### src/rtl/gpio_pad_ctrl_pkg.sv
// Shared definitions for the GPIO pad controller: config word layout, reset value,
// interrupt modes and pad drive-mode encodings.
package gpio_pad_ctrl_pkg;

   localparam int unsigned CFG_WIDTH = 10;

   localparam int unsigned CFG_DM_MSB       = 9;
   localparam int unsigned CFG_DM_LSB       = 7;
   localparam int unsigned CFG_INPUT_DIS    = 6;
   localparam int unsigned CFG_MGMT_EN      = 5;
   localparam int unsigned CFG_OEB_FORCE    = 4;
   localparam int unsigned CFG_IRQ_EN       = 3;
   localparam int unsigned CFG_IRQ_MODE_MSB = 2;
   localparam int unsigned CFG_IRQ_MODE_LSB = 1;
   localparam int unsigned CFG_DEB_EN       = 0;

   localparam logic [CFG_WIDTH-1:0] CFG_RESET = 10'h0A0;

   typedef enum logic [1:0] {
      IRQ_RISE  = 2'b00,
      IRQ_FALL  = 2'b01,
      IRQ_BOTH  = 2'b10,
      IRQ_LEVEL = 2'b11
   } irq_mode_e;

   localparam logic [2:0] DM_ANALOG        = 3'b000;
   localparam logic [2:0] DM_INPUT_NOPULL  = 3'b001;
   localparam logic [2:0] DM_INPUT_PULLDN  = 3'b010;
   localparam logic [2:0] DM_INPUT_PULLUP  = 3'b011;
   localparam logic [2:0] DM_OUT_OD_LOW    = 3'b100;
   localparam logic [2:0] DM_OUT_OD_HIGH   = 3'b101;
   localparam logic [2:0] DM_OUT_STRONG    = 3'b110;
   localparam logic [2:0] DM_OUT_STRONG_HS = 3'b111;

   // Field order matches the bit indices above (first field is the MSB).
   typedef struct packed {
      logic [2:0] dm;
      logic       input_dis;
      logic       mgmt_en;
      logic       oeb_force;
      logic       irq_en;
      irq_mode_e  irq_mode;
      logic       deb_en;
   } cfg_t;

endpackage

### src/rtl/gpio_in_filter.sv
// Pad input conditioning: multi-flop synchroniser followed by an optional
// stable-count debouncer.
module gpio_in_filter #(
   parameter int unsigned SYNC_STAGES = 2,
   parameter int unsigned DEB_CYCLES  = 4
) (
   input  logic clk,
   input  logic resetn,
   input  logic deb_en,
   input  logic pad_in,
   output logic filtered
);

   localparam int unsigned CNT_W = $clog2(DEB_CYCLES);
   localparam logic [CNT_W-1:0] CNT_MAX = CNT_W'(DEB_CYCLES - 1);

   logic [SYNC_STAGES-1:0] sync_q;
   logic                   sync;
   logic [CNT_W-1:0]       cnt;

   assign sync = sync_q[SYNC_STAGES-1];

   // A new level is accepted only after it has differed from filtered for DEB_CYCLES cycles.
   always_ff @(posedge clk or negedge resetn) begin
      if (!resetn) begin
         sync_q   <= '0;
         filtered <= 1'b0;
         cnt      <= '0;
      end else begin
         sync_q <= {sync_q[SYNC_STAGES-2:0], pad_in};
         if (!deb_en) begin
            filtered <= sync;
            cnt      <= '0;
         end else if (sync == filtered) begin
            cnt <= '0;
         end else if (cnt == CNT_MAX) begin
            filtered <= sync;
            cnt      <= '0;
         end else begin
            cnt <= cnt + CNT_W'(1);
         end
      end
   end

endmodule

### src/rtl/gpio_pad_ctrl.sv
// Per-pin GPIO controller: serial config chain, pad output muxing, input
// conditioning and sticky edge/level interrupt.
import gpio_pad_ctrl_pkg::*;

module gpio_pad_ctrl #(
   parameter int unsigned SYNC_STAGES = 2,
   parameter int unsigned DEB_CYCLES  = 4
) (
   input  logic       clk,
   input  logic       resetn,
   input  logic       serial_data_in,
   input  logic       serial_shift,
   input  logic       serial_load,
   output logic       serial_data_out,
   input  logic       mgmt_out,
   input  logic       mgmt_oeb,
   input  logic       user_out,
   input  logic       user_oeb,
   input  logic       irq_clr,
   input  logic       pad_in,
   output logic       pad_out,
   output logic       pad_oen_n,
   output logic       pad_input_dis,
   output logic [2:0] pad_dm,
   output logic       mgmt_in,
   output logic       user_in,
   output logic       irq
);

   logic [CFG_WIDTH-1:0] shreg;
   cfg_t                 cfg;
   logic                 filtered;
   logic                 prev;
   logic                 rise;
   logic                 fall;
   logic                 evt;
   logic                 irq_next;

   gpio_in_filter #(
      .SYNC_STAGES (SYNC_STAGES),
      .DEB_CYCLES  (DEB_CYCLES)
   ) u_in_filter (
      .clk      (clk),
      .resetn   (resetn),
      .deb_en   (cfg.deb_en),
      .pad_in   (pad_in),
      .filtered (filtered)
   );

   // Load captures the pre-shift register, so a coincident shift is not seen by cfg.
   always_ff @(posedge clk or negedge resetn) begin
      if (!resetn) begin
         shreg           <= '0;
         serial_data_out <= 1'b0;
         cfg             <= cfg_t'(CFG_RESET);
         prev            <= 1'b0;
         irq             <= 1'b0;
      end else begin
         if (serial_shift) begin
            shreg <= {shreg[CFG_WIDTH-2:0], serial_data_in};
         end
         serial_data_out <= shreg[CFG_WIDTH-1];
         if (serial_load) begin
            cfg <= cfg_t'(shreg);
         end
         prev <= filtered;
         irq  <= irq_next;
      end
   end

   // Event select and interrupt update; a new event outranks irq_clr.
   always_comb begin
      rise     = filtered & ~prev;
      fall     = ~filtered & prev;
      evt      = 1'b0;
      irq_next = irq;
      case (cfg.irq_mode)
         IRQ_RISE:  evt = rise;
         IRQ_FALL:  evt = fall;
         IRQ_BOTH:  evt = rise | fall;
         IRQ_LEVEL: evt = filtered;
         default:   evt = 1'b0;
      endcase
      if (!cfg.irq_en) begin
         irq_next = 1'b0;
      end else if (evt) begin
         irq_next = 1'b1;
      end else if (irq_clr) begin
         irq_next = 1'b0;
      end
   end

   assign pad_out       = cfg.mgmt_en ? mgmt_out : user_out;
   assign pad_oen_n     = cfg.oeb_force | (cfg.mgmt_en ? mgmt_oeb : user_oeb);
   assign pad_dm        = cfg.dm;
   assign pad_input_dis = cfg.input_dis;
   assign mgmt_in       = filtered & ~cfg.input_dis;
   assign user_in       = filtered & ~cfg.input_dis;

endmodule
### config.mk
export PLATFORM = sky130hd
export DESIGN_NAME = gpio_pad_ctrl
export DESIGN_NICKNAME = d
export VERILOG_FILES = /design/src/rtl/gpio_pad_ctrl_pkg.sv /design/src/rtl/gpio_in_filter.sv /design/src/rtl/gpio_pad_ctrl.sv
export SDC_FILE = /design/constraint.sdc
export NUM_CORES = 1
export LEC_CHECK = 0
export CAP_MARGIN = 20
export CORE_UTILIZATION = 45
export CTS_BUF_LIST = sky130_fd_sc_hd__clkbuf_4
export CTS_CLUSTER_SIZE = 12
export DETAILED_ROUTE_END_ITERATION = 7
export MAX_ROUTING_LAYER = met4
export PLACE_DENSITY = 0.79
export SETUP_SLACK_MARGIN = 0.3
export SLEW_MARGIN = 10
export SYNTH_ARGS = -nofsm -noshare
export SYNTH_HDL_FRONTEND = slang
export SYNTH_SLANG_ARGS = --single-unit
### constraint.sdc
create_clock -name clk -period 3.7 [get_ports clk]
set_input_delay 0.925 -clock clk [delete_from_list [all_inputs] [get_ports clk]]
set_output_delay 0.925 -clock clk [all_outputs]
set_load 0.03 [all_outputs]
[Yosys cells after proc, flatten, opt, wreduce, memory -nomap -nowiden]
Index checks and enable logic that the tools add are counted.
Cells by class
  add/subtract/negate cells: 1
  multiply operators: 0
  divide/modulo/power cells: 0
  order comparisons: 0
  equal/unequal tests: 8
  shift-type cells: 0
  mux-type cells: 12
  bitwise logic cells: 8
  reduce and logical (&&, ||, !) cells: 2
Operators by type and width (count)
  2-to-1 mux 1 bit: 8
  equality test 2 bit (second input constant): 3
  2-to-1 mux 2 bit: 3
  case mux 1 bit (4 select lines): 1
  AND 1 bit: 3
  != test 3 x 2 -> 1 bit (second input constant): 1
  NOT 1 bit: 3
  adder 2 x 1 -> 2 bit (second input constant): 1
  equality test 2 x 1 -> 1 bit (second input constant): 1
  zero test 2 bit: 1
  != test 2 x 1 -> 1 bit (second input constant): 1
  != test 2 bit (second input constant): 1
  OR 1 bit: 2
  AND reduction 2 bit: 1
  equality test 1 bit: 1
Word-level totals
  register bits after elaboration: 28
  bits in latches: 0
  bits in writable memories: 0
  memory bits (read-only): 0
  input bits: 11
  output and inout port bits: 10
  word-level logic and storage cells: 45
  memories kept: 0

[Longest topological paths before layout]
Gate-level depths: netlist of the first run.
  word-level depth: 6
  depth in mapped cells: 5
  gate-level depth less buffers: 5

[Hierarchy]
A second synthesis of the first run with hierarchy kept.
Second synthesis, totals
  cell total of the unflattened synthesis: 73
  area, all modules: 1133.6 µm²
Modules (own cells, without submodules)
  gpio_pad_ctrl: times used 1, cells an instance 61, area each 945.9 µm², sequential area each 578.1 µm²
  gpio_in_filter: times used 1, cells an instance 12, area each 187.7 µm², sequential area each 125.1 µm²

[Least setup slack after synthesis of the first run]
Ideal clock, no wire load.
  kind: input -> output
  from: input user_oeb
  to: output pad_oen_n
  arrival: 1371 ps
  data required time: 2775 ps
  path slack: 1404 ps
  stages on the path: 2
  path buffers: 0
  cells stage by stage: nor2b_1 > a211o_1
Between the ends
  longest elaborated chain between the ends: 2
RTL lines
  start, declared: line gpio_pad_ctrl.sv:18  | input logic user_oeb,
  2-to-1 mux 1 bit: line gpio_pad_ctrl.sv:94  | assign pad_oen_n = cfg.oeb_force | (cfg.mgmt_en ? mgmt_oeb : user_oeb);
  OR 1 bit: line gpio_pad_ctrl.sv:94
  end, declared: line gpio_pad_ctrl.sv:22  | output logic pad_oen_n,
No other way between the ends.

[Final worst setup path of the first run]
Ends and elaborated chain as after synthesis.

==> qor.json, run 1 <==
{
  "grt_max_degree": {"value": 29},
  "clock_tree.buffer_depth": {"value": 2},
  "worst_skew_pair.late_latency": {"value": 0.32, "unit": "ns"},
  "mean_instance_size_in_the_synthesized_netlist": {"value": 15.13, "unit": "um^2"},
  "postSynthCellCount": {"value": 74},
  "syn-num-nets": {"value": 88},
  "post_cts_repair_timing_setup_buffer_count": {"value": 0},
  "die_width": {"value": 51.89, "unit": "um"},
  "design.die.area": {"value": 2692, "unit": "um^2"},
  "cts_repair_resize_count": {"value": 0},
  "finalInstanceArea": {"value": 1375, "unit": "um^2"},
  "min_period": {"value": 3.171, "unit": "ns"},
  "critPathMaxFanout": {"value": 1},
  "grt.total_usage": {"value": 14.90, "unit": "%"},
  "cp_num_buf_inv": {"value": 2},
  "netSwitchingPower": {"value": 292.3, "unit": "uW"},
  "ys_types": {"value": 17},
  "wirelength": {"value": 1565, "unit": "um"},
  "routedWlPerCell": {"value": 12.93, "unit": "um"},
  "worst_setup_path_end_kind": {"value": "output pin"},
  "synthesis.yosys.warnings": {"value": 0},
  "synth.ff_latch_count": {"value": 28},
  "floorplan.die.height": {"value": 51.89, "unit": "um"},
  "total_nets_final": {"value": 108},
  "power.share.switching": {"value": 30.14, "unit": "%"},
  "start_util": {"value": 49.20, "unit": "%"},
  "whs": {"value": 0.3657, "unit": "ns"},
  "power.clock.fraction": {"value": 19.8, "unit": "%"},
  "hold_path_class": {"value": "flip-flop to flip-flop"},
  "place.gp.congestion": {"value": 0.7106},
  "pin_count": {"value": 21},
  "place.port_buffers": {"value": 20},
  "layout-drive-gt1-share": {"value": 31.18, "unit": "%"},
  "cp_data_required_time": {"value": 2.77, "unit": "ns"},
  "syn-cell-area": {"value": 1120, "unit": "um^2"},
  "place.detailed.hpwl": {"value": 1154, "unit": "um"},
  "synth.yosys.seq_area_share": {"value": 62.79, "unit": "%"},
  "max_freq": {"value": 0.3154, "unit": "GHz"},
  "first_global_vias": {"value": 617},
  "ctsRootBufferMaster": {"value": "sky130_fd_sc_hd__clkbuf_4"},
  "drt_pass1_iterations": {"value": 1},
  "hold_buffers": {"value": 0},
  "clock_sinks": {"value": 28},
  "post_synthesis_to_final_layout_area_growth": {"value": 22.79, "unit": "%"},
  "numCtsBuffers": {"value": 3},
  "coreArea": {"value": 2276, "unit": "um^2"},
  "hold_violations": {"value": 0},
  "hold_start": {"value": "u_in_filter.sync_q[0]$_DFF_PN0_"},
  "relative_contribution_of_combinational_cells_to_total_power": {"value": 32.6, "unit": "%"},
  "worst_vdd_rail_ir_drop": {"value": 0.6097, "unit": "mV"},
  "layout.cells.most_common": {"value": "sky130_fd_sc_hd__dfrtp_1"},
  "seq_power_share": {"value": 47.6, "unit": "%"},
  "antenna_cells": {"value": 0},
  "routed_via_density": {"value": 4.917},
  "internal-power": {"value": 677.7, "unit": "uW"},
  "vias": {"value": 595},
  "worst_slew_pin_tran": {"value": 0.4819, "unit": "ns"},
  "worstPathCellList": {"value": "clkdlybuf4s50_1 -> nor2b_1 -> a211o_1 -> clkdlybuf4s50_1"},
  "max_cap_violations": {"value": 0},
  "dp_cells": {"value": 117},
  "number_of_nets_still_failing_antenna_checks_after_routing": {"value": 0},
  "grt-ovfl-total": {"value": 0},
  "placement.cell_area": {"value": 1323, "unit": "um^2"},
  "antenna_violations_before_repair": {"value": 0},
  "timing.final.max_slew_violations": {"value": 0},
  "result_of_the_run": {"value": "completed"},
  "htree_num_levels": {"value": 1},
  "worst_r2r_startpoint": {"value": "u_in_filter.filtered$_DFFE_PN0P_"},
  "most-common-layout-cells": {"value": "sky130_fd_sc_hd__dfrtp_1, sky130_fd_sc_hd__mux2_2, sky130_fd_sc_hd__clkdlybuf4s50_1"},
  "cpPeakStageDelay": {"value": 0.66, "unit": "ns"},
  "maxSlewHeadroom": {"value": 67.77, "unit": "%"},
  "clk_pin_slew": {"value": 0.13, "unit": "ns"},
  "critPathLaunch": {"value": "user_oeb"},
  "grt_first_pass_wirelength": {"value": 2746, "unit": "um"},
  "crit_path_frequent_cell": {"value": "sky130_fd_sc_hd__clkdlybuf4s50_1"},
  "crit_path_top_delay_cell": {"value": "sky130_fd_sc_hd__clkdlybuf4s50_1"},
  "detailedRoute.firstIterationViolations": {"value": 0},
  "power.static_leakage": {"value": 0.6022, "unit": "nW"},
  "tritoncts_clock_tree": {"value": "built"},
  "skew": {"value": 0.003254, "unit": "ns"},
  "crit_family": {"value": "buffers and inverters"},
  "fin_total_pwr": {"value": 970.1, "unit": "uW"},
  "timing.critical_path.from_type": {"value": "input port"},
  "final_non_filler_cells": {"value": 121},
  "count_of_endpoints_failing_setup_in_the_final_report": {"value": 0},
  "critPathArrivalTime": {"value": 2.25, "unit": "ns"},
  "tns": {"value": 0, "unit": "ns"},
  "core.rowCount": {"value": 17},
  "worstSetupPathType": {"value": "input port to output pin"},
  "post-route-drc-count": {"value": 0},
  "power_density_cells": {"value": 705.5, "unit": "nW/um^2"},
  "finalCritPeriodShare": {"value": 85.70, "unit": "%"},
  "rsz0062_at_grt": {"value": "no"}
}
[registers in the layout, summed over array words and instances, names as in the netlist]
register and count:
shreg 10, irq 1, serial_data_out 1, cfg 6
prev 1, pad_dm 3, u_in_filter.sync_q 2, u_in_filter.cnt 2
pad_input_dis 1, u_in_filter.filtered 1
[synthesized netlist by cell type]
library cell,count,share of area (%)
sky130_fd_sc_hd__a211o_1,1,0.78
sky130_fd_sc_hd__buf_2,2,0.89
sky130_fd_sc_hd__buf_4,4,2.7
sky130_fd_sc_hd__dfrtp_1,26,58
sky130_fd_sc_hd__dfstp_2,2,4.7
sky130_fd_sc_hd__ha_1,3,3.4
sky130_fd_sc_hd__inv_1,3,1.0
sky130_fd_sc_hd__mux2_2,21,21
sky130_fd_sc_hd__mux4_2,1,2.0
sky130_fd_sc_hd__nand2_1,2,0.67
sky130_fd_sc_hd__nand2b_1,1,0.56
sky130_fd_sc_hd__nor2_1,2,0.67
sky130_fd_sc_hd__nor2b_1,2,1.1
sky130_fd_sc_hd__nor3_1,1,0.45
sky130_fd_sc_hd__o21a_1,1,0.67
sky130_fd_sc_hd__o21ai_0,1,0.45
sky130_fd_sc_hd__xnor2_1,1,0.78
[final cells by class]
cell class	count	area, um^2
inverters	3	11.26
repair buffers	21	207.7
clock buffers	3	22.52
well taps	28	35.03
clock inverters	1	30.03
fillers	174	900.9
multi-input cells	37	365.4
flip-flops and latches	28	703.2
[worst paths after layout]
path | endpoint | slack [ns] | cells past startpoint
worst max-delay path | pad_oen_n | 0.53 | 4
worst min-delay path | u_in_filter.sync_q[1]$_DFF_PN0_ | 0.37 | 0
max in group asynchronous | cfg[5]$_DFFE_PN1P_ | 2.43 | 2
worst max register to register | irq$_DFFE_PN0P_ | 2.12 | 5
min in group asynchronous | shreg[6]$_DFFE_PN0P_ | 0.96 | 2
worst min register to register | u_in_filter.sync_q[1]$_DFF_PN0_ | 0.37 | 0
[worst register-to-register path, cell delays in order, from the launching register on]
cell and delay (ns):
sky130_fd_sc_hd__dfrtp_1 0.44, sky130_fd_sc_hd__inv_1 0.11, sky130_fd_sc_hd__ha_1 0.29, sky130_fd_sc_hd__inv_1 0.03, sky130_fd_sc_hd__mux4_2 0.44, sky130_fd_sc_hd__o21a_1 0.18
[power by group through the flow]
stage,logic [mW],clock network [mW],registers [mW]
2_1_floorplan,0.203,0,0.481
3_3_place_gp,0.313,0,0.463
3_5_place_dp,0.320,0,0.471
4_1_cts,0.322,0.200,0.464
5_1_grt,0.338,0.209,0.478
6_report,0.316,0.192,0.462
[routing by layer]
metal,wire length [um],vias to the layer above,GRT usage (%),share of wire [%]
met2,803,8,22.44,51
met1,700,300,19.14,45
met5,0,-,-,0
met4,9,0,8.108,0.58
met3,50,2,2.632,3.2
li1,-,285,-,-
[through the flow]
stage          utilization (%)  setup WS, ns
2_1_floorplan                -         1.404
3_3_place_gp             58.11        0.5234
3_5_place_dp             58.11        0.5244
4_1_cts                  60.42        0.5149
5_1_grt                  60.42        0.4670
6_report                 60.42        0.5290
[kinds of logic (layout without fill, tap and decap cells)]
family | count (synthesis) | in the layout | synth area share (%)
xor+xnor | 1 | 1 | 0.7823
flops | 28 | 28 | 62.79
mux | 22 | 22 | 23.13
fa+ha+maj | 3 | 3 | 3.352
buf+inv | 9 | 28 | 4.581
compound gates | 3 | 3 | 1.899
simple gates | 8 | 8 | 3.464
No activity file was read; power rests on OpenSTA's default activity.
==> run 2: changes to the inputs <==
--- a/config.mk
+++ b/config.mk
@@ -6,12 +6,14 @@
 export NUM_CORES = 1
 export LEC_CHECK = 0
 export CAP_MARGIN = 20
-export CORE_UTILIZATION = 45
+export CELL_PAD_IN_SITES_DETAIL_PLACEMENT = 0
+export CELL_PAD_IN_SITES_GLOBAL_PLACEMENT = 2
+export CORE_UTILIZATION = 40
 export CTS_BUF_LIST = sky130_fd_sc_hd__clkbuf_4
 export CTS_CLUSTER_SIZE = 12
 export DETAILED_ROUTE_END_ITERATION = 7
 export MAX_ROUTING_LAYER = met4
-export PLACE_DENSITY = 0.79
+export PLACE_DENSITY = 0.95
 export SETUP_SLACK_MARGIN = 0.3
 export SLEW_MARGIN = 10
 export SYNTH_ARGS = -nofsm -noshare
==> run 2 against run 1 <==
Via count up 4.7%. Clock skew up 0.0022 ns. Wire length grew 6.5%. Die area up 12%. Flip-flop and latch count unchanged. Maximum frequency decreased by 0.68%. Critical endpoint unchanged.
==> qor.json, run 2 (synthesis results as in run 1) <==
{
  "result_of_the_run": {"value": "completed"},
  "count_of_endpoints_failing_setup_in_the_final_report": {"value": 0, "change": "unchanged"},
  "core.rowCount": {"value": 18, "change": "+1"},
  "placement.cell_area": {"value": 1325, "unit": "um^2", "change": "+0.19%"},
  "first_global_vias": {"value": 572, "change": "-7.3%"},
  "start_util": {"value": 43.62, "unit": "%", "change": "-5.6 points"},
  "crit_path_top_delay_cell": {"value": "sky130_fd_sc_hd__clkdlybuf4s50_1"},
  "worst-r2r-setup-slack": {"value": 2.12, "unit": "ns", "change": "about the same"},
  "max_cap_violations": {"value": 0, "change": "unchanged"},
  "numCtsBuffers": {"value": 3, "change": "unchanged"},
  "maxSlewHeadroom": {"value": 67.38, "unit": "%", "change": "-0.39 points"},
  "min_period": {"value": 3.193, "unit": "ns", "change": "+0.02167 ns"},
  "worst_skew_pair.late_latency": {"value": 0.32, "unit": "ns", "change": "about the same"},
  "post-route-util": {"value": 52.63, "unit": "%", "change": "-7.8 points"},
  "ctsRootBufferMaster": {"value": "sky130_fd_sc_hd__clkbuf_4"},
  "finalInstanceArea": {"value": 1351, "unit": "um^2", "change": "-1.7%"},
  "worst_vdd_rail_ir_drop": {"value": 0.4719, "unit": "mV", "change": "-23%"},
  "worstSetupPathType": {"value": "input port to output pin"},
  "layout-drive-gt1-share": {"value": 30.11, "unit": "%", "change": "-1.1 points"},
  "power.share.switching": {"value": 32.62, "unit": "%", "change": "+2.5 points"},
  "final.fill_count": {"value": 243, "change": "+40%"},
  "pin_count": {"value": 21, "change": "unchanged"},
  "grt_max_degree": {"value": 29, "change": "unchanged"},
  "routedWlPerCell": {"value": 13.54, "unit": "um", "change": "+4.7%"},
  "htree_num_levels": {"value": 1, "change": "unchanged"},
  "number_of_nets_still_failing_antenna_checks_after_routing": {"value": 0, "change": "unchanged"},
  "place.port_buffers": {"value": 20, "change": "unchanged"},
  "hold_buffers": {"value": 0, "change": "unchanged"},
  "registers.top_by_ff_count": {"value": "shreg"},
  "worst_setup_path_end_kind": {"value": "output pin"},
  "floorplan.die.height": {"value": 54.91, "unit": "um", "change": "+5.8%"},
  "layout.cells.most_common": {"value": "sky130_fd_sc_hd__dfrtp_1"},
  "cts_repair_resize_count": {"value": 0, "change": "unchanged"},
  "hold_path_class": {"value": "flip-flop to flip-flop"},
  "worstPathCellList": {"value": "clkdlybuf4s50_1 -> nor2b_1 -> a211o_1 -> clkdlybuf4s50_1"},
  "design.die.area": {"value": 3015, "unit": "um^2", "change": "+12%"},
  "cpPeakStageDelay": {"value": 0.66, "unit": "ns", "change": "about the same"},
  "grt-ovfl-total": {"value": 0, "change": "unchanged"},
  "drt_pass1_iterations": {"value": 1, "change": "unchanged"},
  "hold_violations": {"value": 0, "change": "unchanged"},
  "placement.setup.worst_slack": {"value": 0.4846, "unit": "ns", "change": "-0.03977 ns"},
  "timing.final.max_slew_violations": {"value": 0, "change": "unchanged"},
  "vias": {"value": 623, "change": "+4.7%"},
  "finalCritPeriodShare": {"value": 86.29, "unit": "%", "change": "+0.59 points"},
  "wirelength": {"value": 1666, "unit": "um", "change": "+6.5%"},
  "power_density_cells": {"value": 667.6, "unit": "nW/um^2", "change": "-5.4%"},
  "cp_num_buf_inv": {"value": 2, "change": "unchanged"},
  "tns": {"value": 0, "unit": "ns", "change": "unchanged"},
  "relative_contribution_of_combinational_cells_to_total_power": {"value": 35.1, "unit": "%", "change": "+2.5 points"},
  "total_nets_final": {"value": 108, "change": "unchanged"},
  "post-route-drc-count": {"value": 0, "change": "unchanged"},
  "crit_family": {"value": "buffers and inverters"},
  "clock_tree.buffer_depth": {"value": 2, "change": "unchanged"},
  "routed_via_density": {"value": 5.065, "change": "+3.0%"},
  "coreArea": {"value": 2567, "unit": "um^2", "change": "+13%"},
  "power.static_leakage": {"value": 0.5896, "unit": "nW", "change": "-2.1%"},
  "place.gp.congestion": {"value": 0.6741, "change": "-5.1%"},
  "clk_pin_slew": {"value": 0.13, "unit": "ns", "change": "about the same"},
  "cp_data_required_time": {"value": 2.77, "unit": "ns", "change": "about the same"},
  "clock_sinks": {"value": 28, "change": "unchanged"},
  "place.detailed.hpwl": {"value": 1173, "unit": "um", "change": "+1.6%"},
  "crit_path_frequent_cell": {"value": "sky130_fd_sc_hd__clkdlybuf4s50_1"},
  "grt.total_usage": {"value": 13.72, "unit": "%", "change": "-1.2 points"},
  "worst_slew_pin_tran": {"value": 0.4877, "unit": "ns", "change": "+0.005834 ns"},
  "seq_power_share": {"value": 51.5, "unit": "%", "change": "+3.9 points"},
  "rsz0062_at_grt": {"value": "no"},
  "antenna_violations_before_repair": {"value": 0, "change": "unchanged"},
  "timing.final.ws_setup": {"value": 0.5074, "unit": "ns", "change": "-0.02167 ns"},
  "max_freq": {"value": 0.3132, "unit": "GHz", "change": "-0.68%"},
  "post_synthesis_to_final_layout_area_growth": {"value": 20.67, "unit": "%"},
  "post_cts_repair_timing_setup_buffer_count": {"value": 0, "change": "unchanged"},
  "timing.critical_path.from_type": {"value": "input port"},
  "internal-power": {"value": 607.9, "unit": "uW", "change": "-10%"},
  "detailedRoute.firstIterationViolations": {"value": 0, "change": "unchanged"},
  "grt_first_pass_wirelength": {"value": 2697, "unit": "um", "change": "-1.8%"},
  "netSwitchingPower": {"value": 294.3, "unit": "uW", "change": "+0.66%"},
  "antenna_cells": {"value": 0, "change": "unchanged"},
  "most-common-layout-cells": {"value": "sky130_fd_sc_hd__dfrtp_1, sky130_fd_sc_hd__mux2_2, sky130_fd_sc_hd__clkdlybuf4s50_1"},
  "skew": {"value": 0.005411, "unit": "ns", "change": "+0.002157 ns"},
  "largest_reg_flops": {"value": 10, "change": "unchanged"},
  "whs": {"value": 0.3631, "unit": "ns", "change": "-0.002621 ns"},
  "critPathArrivalTime": {"value": 2.27, "unit": "ns", "change": "+0.02 ns"},
  "tritoncts_clock_tree": {"value": "built"},
  "power.clock.fraction": {"value": 13.4, "unit": "%", "change": "-6.4 points"},
  "critPathMaxFanout": {"value": 1, "change": "unchanged"},
  "die_width": {"value": 54.91, "unit": "um", "change": "+5.8%"}
}
run 2: changes by cell type in the layout (fill, tap and decap cells not counted), sizes merged:
cell | before | now
clkinv | 0 | 1
bufinv | 1 | 0
run 2: worst register-to-register path, delay by kind of cell (launching register included):
| family | cells | cell delay (ns) |
|---|---|---|
| compound gates | 1 | 0.17 |
| flops | 1 | 0.45 |
| fa+ha+maj | 1 | 0.29 |
| mux | 1 | 0.43 |
| buf+inv | 2 | 0.14 |
run 2: routing by layer:
layer  global-route usage, %  vias up  share of wire [%]
met2                   20.28       19                 48
li1                        -      287                  -
met4                   2.500        0               0.42
met1                   17.92      315                 45
met3                   5.738        2                6.2
met5                       -        -                  0
run 2: final cells by class:
class / count / area [um^2] / area share, %
Sequential cell: 28 / 703.2 / 52.04
Multi-Input combinational cell: 37 / 365.4 / 27.04
Timing Repair Buffer: 21 / 207.7 / 15.37
Tap cell: 30 / 37.54 / 2.778
Clock buffer: 3 / 22.52 / 1.667
Inverter: 3 / 11.26 / 0.8333
Clock inverter: 1 / 3.754 / 0.2778
run 2: power by group through the flow:
stage / logic (mW) / registers [mW] / clock network (mW)
floorplan: 0.203 / 0.481 / 0
global placement: 0.313 / 0.465 / 0
detailed placement: 0.319 / 0.472 / 0
CTS: 0.322 / 0.466 / 0.130
global route: 0.340 / 0.481 / 0.140
finish: 0.317 / 0.465 / 0.121
run 2: through the flow:
stage / total power [mW] / instances
6_report: 0.9022 / 123
5_1_grt: 0.9618 / 123
3_5_place_dp: 0.7914 / 119
3_3_place_gp: 0.7782 / 119
4_1_cts: 0.9174 / 123
2_1_floorplan: 0.6834 / 74
run 2: final timing paths:
path | start | cells after the start | to
worst max-delay path | user_oeb | 4 | pad_oen_n
worst min-delay path | u_in_filter.sync_q[0]$_DFF_PN0_ | 0 | u_in_filter.sync_q[1]$_DFF_PN0_
worst max register to register | u_in_filter.filtered$_DFFE_PN0P_ | 5 | irq$_DFFE_PN0P_
worst min register to register | u_in_filter.sync_q[0]$_DFF_PN0_ | 0 | u_in_filter.sync_q[1]$_DFF_PN0_
max in group asynchronous | resetn | 2 | pad_dm[0]$_DFFE_PN1P_
min in group asynchronous | resetn | 2 | cfg[3]$_DFFE_PN0P_
==> run 3: changes to the inputs <==
--- a/config.mk
+++ b/config.mk
@@ -8,6 +8,7 @@
 export CAP_MARGIN = 20
 export CELL_PAD_IN_SITES_DETAIL_PLACEMENT = 0
 export CELL_PAD_IN_SITES_GLOBAL_PLACEMENT = 2
+export CORE_MARGIN = 2
 export CORE_UTILIZATION = 40
 export CTS_BUF_LIST = sky130_fd_sc_hd__clkbuf_4
 export CTS_CLUSTER_SIZE = 12
==> run 3 against run 2 <==
Via count shrank 1.1%. Clock skew grew 0.0048 ns. Count of clock-buffer cells in the layout is the same. Worst hold slack gained 0.0030 ns. Critical path depth is the same. Flip-flop and latch count is the same. Clock power grew 60%. Combinational power is essentially flat. Critical path type unchanged. Largest cell class unchanged. Largest power group unchanged.
==> qor.json, run 3 (synthesis results as in run 1) <==
{
  "drt_pass1_iterations": {"value": 2, "change": "+1"},
  "antenna_cells": {"value": 0, "change": "unchanged"},
  "routed_via_density": {"value": 4.968, "change": "-1.9%"},
  "total_area_of_sequential_cells": {"value": 703.2, "unit": "um^2", "change": "unchanged"},
  "cpPeakStageDelay": {"value": 0.66, "unit": "ns", "change": "about the same"},
  "final.fill_count": {"value": 250, "change": "+2.9%"},
  "skew": {"value": 0.01021, "unit": "ns", "change": "+0.004796 ns"},
  "critPathLaunch": {"value": "user_oeb"},
  "layout-drive-gt1-share": {"value": 31.18, "unit": "%", "change": "+1.1 points"},
  "power.static_leakage": {"value": 0.6022, "unit": "nW", "change": "+2.1%"},
  "pin_count": {"value": 21, "change": "unchanged"},
  "maxSlewHeadroom": {"value": 67.86, "unit": "%", "change": "+0.48 points"},
  "internal-power": {"value": 678.2, "unit": "uW", "change": "+12%"},
  "power.share.switching": {"value": 30.22, "unit": "%", "change": "-2.4 points"},
  "crit_path_frequent_cell": {"value": "sky130_fd_sc_hd__clkdlybuf4s50_1"},
  "finalInstanceArea": {"value": 1379, "unit": "um^2", "change": "+2.0%"},
  "detailedRoute.firstIterationViolations": {"value": 17, "change": "+17"},
  "total_nets_final": {"value": 108, "change": "unchanged"},
  "timing.final.max_slew_violations": {"value": 0, "change": "unchanged"},
  "routedWlPerCell": {"value": 13.24, "unit": "um", "change": "-2.2%"},
  "post-route-drc-count": {"value": 0, "change": "unchanged"},
  "worst_reg2reg_path_endpoint": {"value": "irq$_DFFE_PN0P_"},
  "clock_sinks": {"value": 28, "change": "unchanged"},
  "first_global_vias": {"value": 672, "change": "+17%"},
  "crit_path_top_delay_cell": {"value": "sky130_fd_sc_hd__clkdlybuf4s50_1"},
  "tns": {"value": 0, "unit": "ns", "change": "unchanged"},
  "place.port_buffers": {"value": 20, "change": "unchanged"},
  "critPathArrivalTime": {"value": 2.25, "unit": "ns", "change": "-0.02 ns"},
  "hold_start": {"value": "u_in_filter.sync_q[0]$_DFF_PN0_"},
  "hold_buffers": {"value": 0, "change": "unchanged"},
  "rsz0062_at_grt": {"value": "no"},
  "count_of_endpoints_failing_setup_in_the_final_report": {"value": 0, "change": "unchanged"},
  "hold_path_class": {"value": "flip-flop to flip-flop"},
  "fin_total_pwr": {"value": 971.9, "unit": "uW", "change": "+7.7%"},
  "place.gp.congestion": {"value": 0.7128, "change": "+5.7%"},
  "ctsRootBufferMaster": {"value": "sky130_fd_sc_hd__clkbuf_4"},
  "grt_first_pass_wirelength": {"value": 2925, "unit": "um", "change": "+8.5%"},
  "start_util": {"value": 41.32, "unit": "%", "change": "-2.3 points"},
  "vias": {"value": 616, "change": "-1.1%"},
  "floorplan.die.height": {"value": 56.91, "unit": "um", "change": "+3.6%"},
  "htree_num_levels": {"value": 1, "change": "unchanged"},
  "registers.top_by_ff_count": {"value": "shreg"},
  "cp_data_required_time": {"value": 2.77, "unit": "ns", "change": "about the same"},
  "whs": {"value": 0.3661, "unit": "ns", "change": "+0.003012 ns"},
  "wirelength": {"value": 1642, "unit": "um", "change": "-1.4%"},
  "holdPathEnd": {"value": "u_in_filter.sync_q[1]$_DFF_PN0_"},
  "max_freq": {"value": 0.3145, "unit": "GHz", "change": "+0.41%"},
  "worst-r2r-setup-slack": {"value": 2.09, "unit": "ns", "change": "-0.03 ns"},
  "worst_hold_path.num_cells": {"value": 0, "change": "unchanged"},
  "die_width": {"value": 56.91, "unit": "um", "change": "+3.6%"},
  "clk_pin_slew": {"value": 0.13, "unit": "ns", "change": "about the same"},
  "post_synthesis_to_final_layout_area_growth": {"value": 23.13, "unit": "%"},
  "placement.cell_area": {"value": 1326, "unit": "um^2", "change": "about the same"},
  "max_cap_violations": {"value": 0, "change": "unchanged"},
  "min_period": {"value": 3.179, "unit": "ns", "change": "-0.01319 ns"},
  "timing.reg2reg.worst_path_depth": {"value": 5, "change": "unchanged"},
  "netSwitchingPower": {"value": 293.7, "unit": "uW", "change": "-0.20%"},
  "worst_slew_pin_tran": {"value": 0.4806, "unit": "ns", "change": "-0.007169 ns"},
  "worstSetupPathType": {"value": "input port to output pin"},
  "worstPathCellList": {"value": "clkdlybuf4s50_1 -> nor2b_1 -> a211o_1 -> clkdlybuf4s50_1"},
  "critPathMaxFanout": {"value": 1, "change": "unchanged"},
  "clock_tree.buffer_depth": {"value": 2, "change": "unchanged"},
  "numCtsBuffers": {"value": 3, "change": "unchanged"},
  "grt-ovfl-total": {"value": 0, "change": "unchanged"},
  "seq_power_share": {"value": 47.5, "unit": "%", "change": "-4.0 points"},
  "cts_repair_resize_count": {"value": 0, "change": "unchanged"},
  "largest_reg_flops": {"value": 10, "change": "unchanged"},
  "timing.critical_path.from_type": {"value": "input port"},
  "finalCritPeriodShare": {"value": 85.93, "unit": "%", "change": "-0.36 points"},
  "number_of_nets_still_failing_antenna_checks_after_routing": {"value": 0, "change": "unchanged"},
  "layout.cells.most_common": {"value": "sky130_fd_sc_hd__dfrtp_1"},
  "power_density_cells": {"value": 704.9, "unit": "nW/um^2", "change": "+5.6%"},
  "core.rowCount": {"value": 19, "change": "+1"},
  "result_of_the_run": {"value": "completed"},
  "design.die.area": {"value": 3239, "unit": "um^2", "change": "+7.4%"},
  "worst_r2r_startpoint": {"value": "u_in_filter.filtered$_DFFE_PN0P_"},
  "tritoncts_clock_tree": {"value": "built"},
  "hold_violations": {"value": 0, "change": "unchanged"},
  "worst_vdd_rail_ir_drop": {"value": 0.4322, "unit": "mV", "change": "-8.4%"},
  "worst_skew_pair.late_latency": {"value": 0.32, "unit": "ns", "change": "about the same"},
  "relative_contribution_of_combinational_cells_to_total_power": {"value": 32.6, "unit": "%", "change": "-2.5 points"},
  "multi_input_area": {"value": 365.4, "unit": "um^2", "change": "unchanged"},
  "coreArea": {"value": 2710, "unit": "um^2", "change": "+5.6%"},
  "post_cts_repair_timing_setup_buffer_count": {"value": 0, "change": "unchanged"},
  "most-common-layout-cells": {"value": "sky130_fd_sc_hd__dfrtp_1, sky130_fd_sc_hd__mux2_2, sky130_fd_sc_hd__clkdlybuf4s50_1"},
  "grt.total_usage": {"value": 12.10, "unit": "%", "change": "-1.6 points"},
  "grt_max_degree": {"value": 29, "change": "unchanged"},
  "power.clock.fraction": {"value": 19.8, "unit": "%", "change": "+6.4 points"},
  "worst_setup_path_end_kind": {"value": "output pin"},
  "antenna_violations_before_repair": {"value": 0, "change": "unchanged"},
  "place.detailed.hpwl": {"value": 1192, "unit": "um", "change": "+1.7%"}
}
-- run 3: routing by layer --
metal	part of all wire (%)	vias to the layer above	GRT usage [%]
met4	0.73	0	6.977
met3	4.0	2	1.843
met5	0	-	-
met1	42	318	13.10
li1	-	283	-
met2	53	13	20.85
-- run 3: critical path: cells and delay by family --
family | cells | cell delay (ns)
buf+inv | 2 | 1.11
simple gates | 1 | 0.12
compound gates | 1 | 0.10
-- run 3: worst max path at each step --
stage                      to  depth (start not counted)
finish              pad_oen_n                          4
global route        pad_oen_n                          4
CTS                 pad_oen_n                          4
detailed placement  pad_oen_n                          4
floorplan           pad_oen_n                          2
global placement    pad_oen_n                          4
-- run 3: power by group through the flow --
| stage | logic (mW) | registers (mW) | clock network, mW |
|---|---|---|---|
| floorplan | 0.203 | 0.481 | 0 |
| global placement | 0.313 | 0.464 | 0 |
| detailed placement | 0.321 | 0.471 | 0 |
| CTS | 0.323 | 0.464 | 0.204 |
| global route | 0.342 | 0.478 | 0.216 |
| finish | 0.317 | 0.462 | 0.193 |
-- run 3: cell type report --
class,count,area share (%)
clock buffers,3,1.633
clock inverters,1,2.178
inverters,3,0.8167
multi-input cells,37,26.50
flip-flops and latches,28,51.00
well taps,31,2.813
repair buffers,21,15.06
-- run 3: stage by stage --
| stage | util, % | std cells | setup slack (ns) |
|---|---|---|---|
| 6_report | 50.88 | 124 | 0.5206 |
| 3_3_place_gp | 48.94 | 120 | 0.5359 |
| 5_1_grt | 50.88 | 124 | 0.4471 |
| 4_1_cts | 50.88 | 124 | 0.5173 |
| 3_5_place_dp | 48.94 | 120 | 0.5158 |
| 2_1_floorplan | - | 74 | 1.404 |
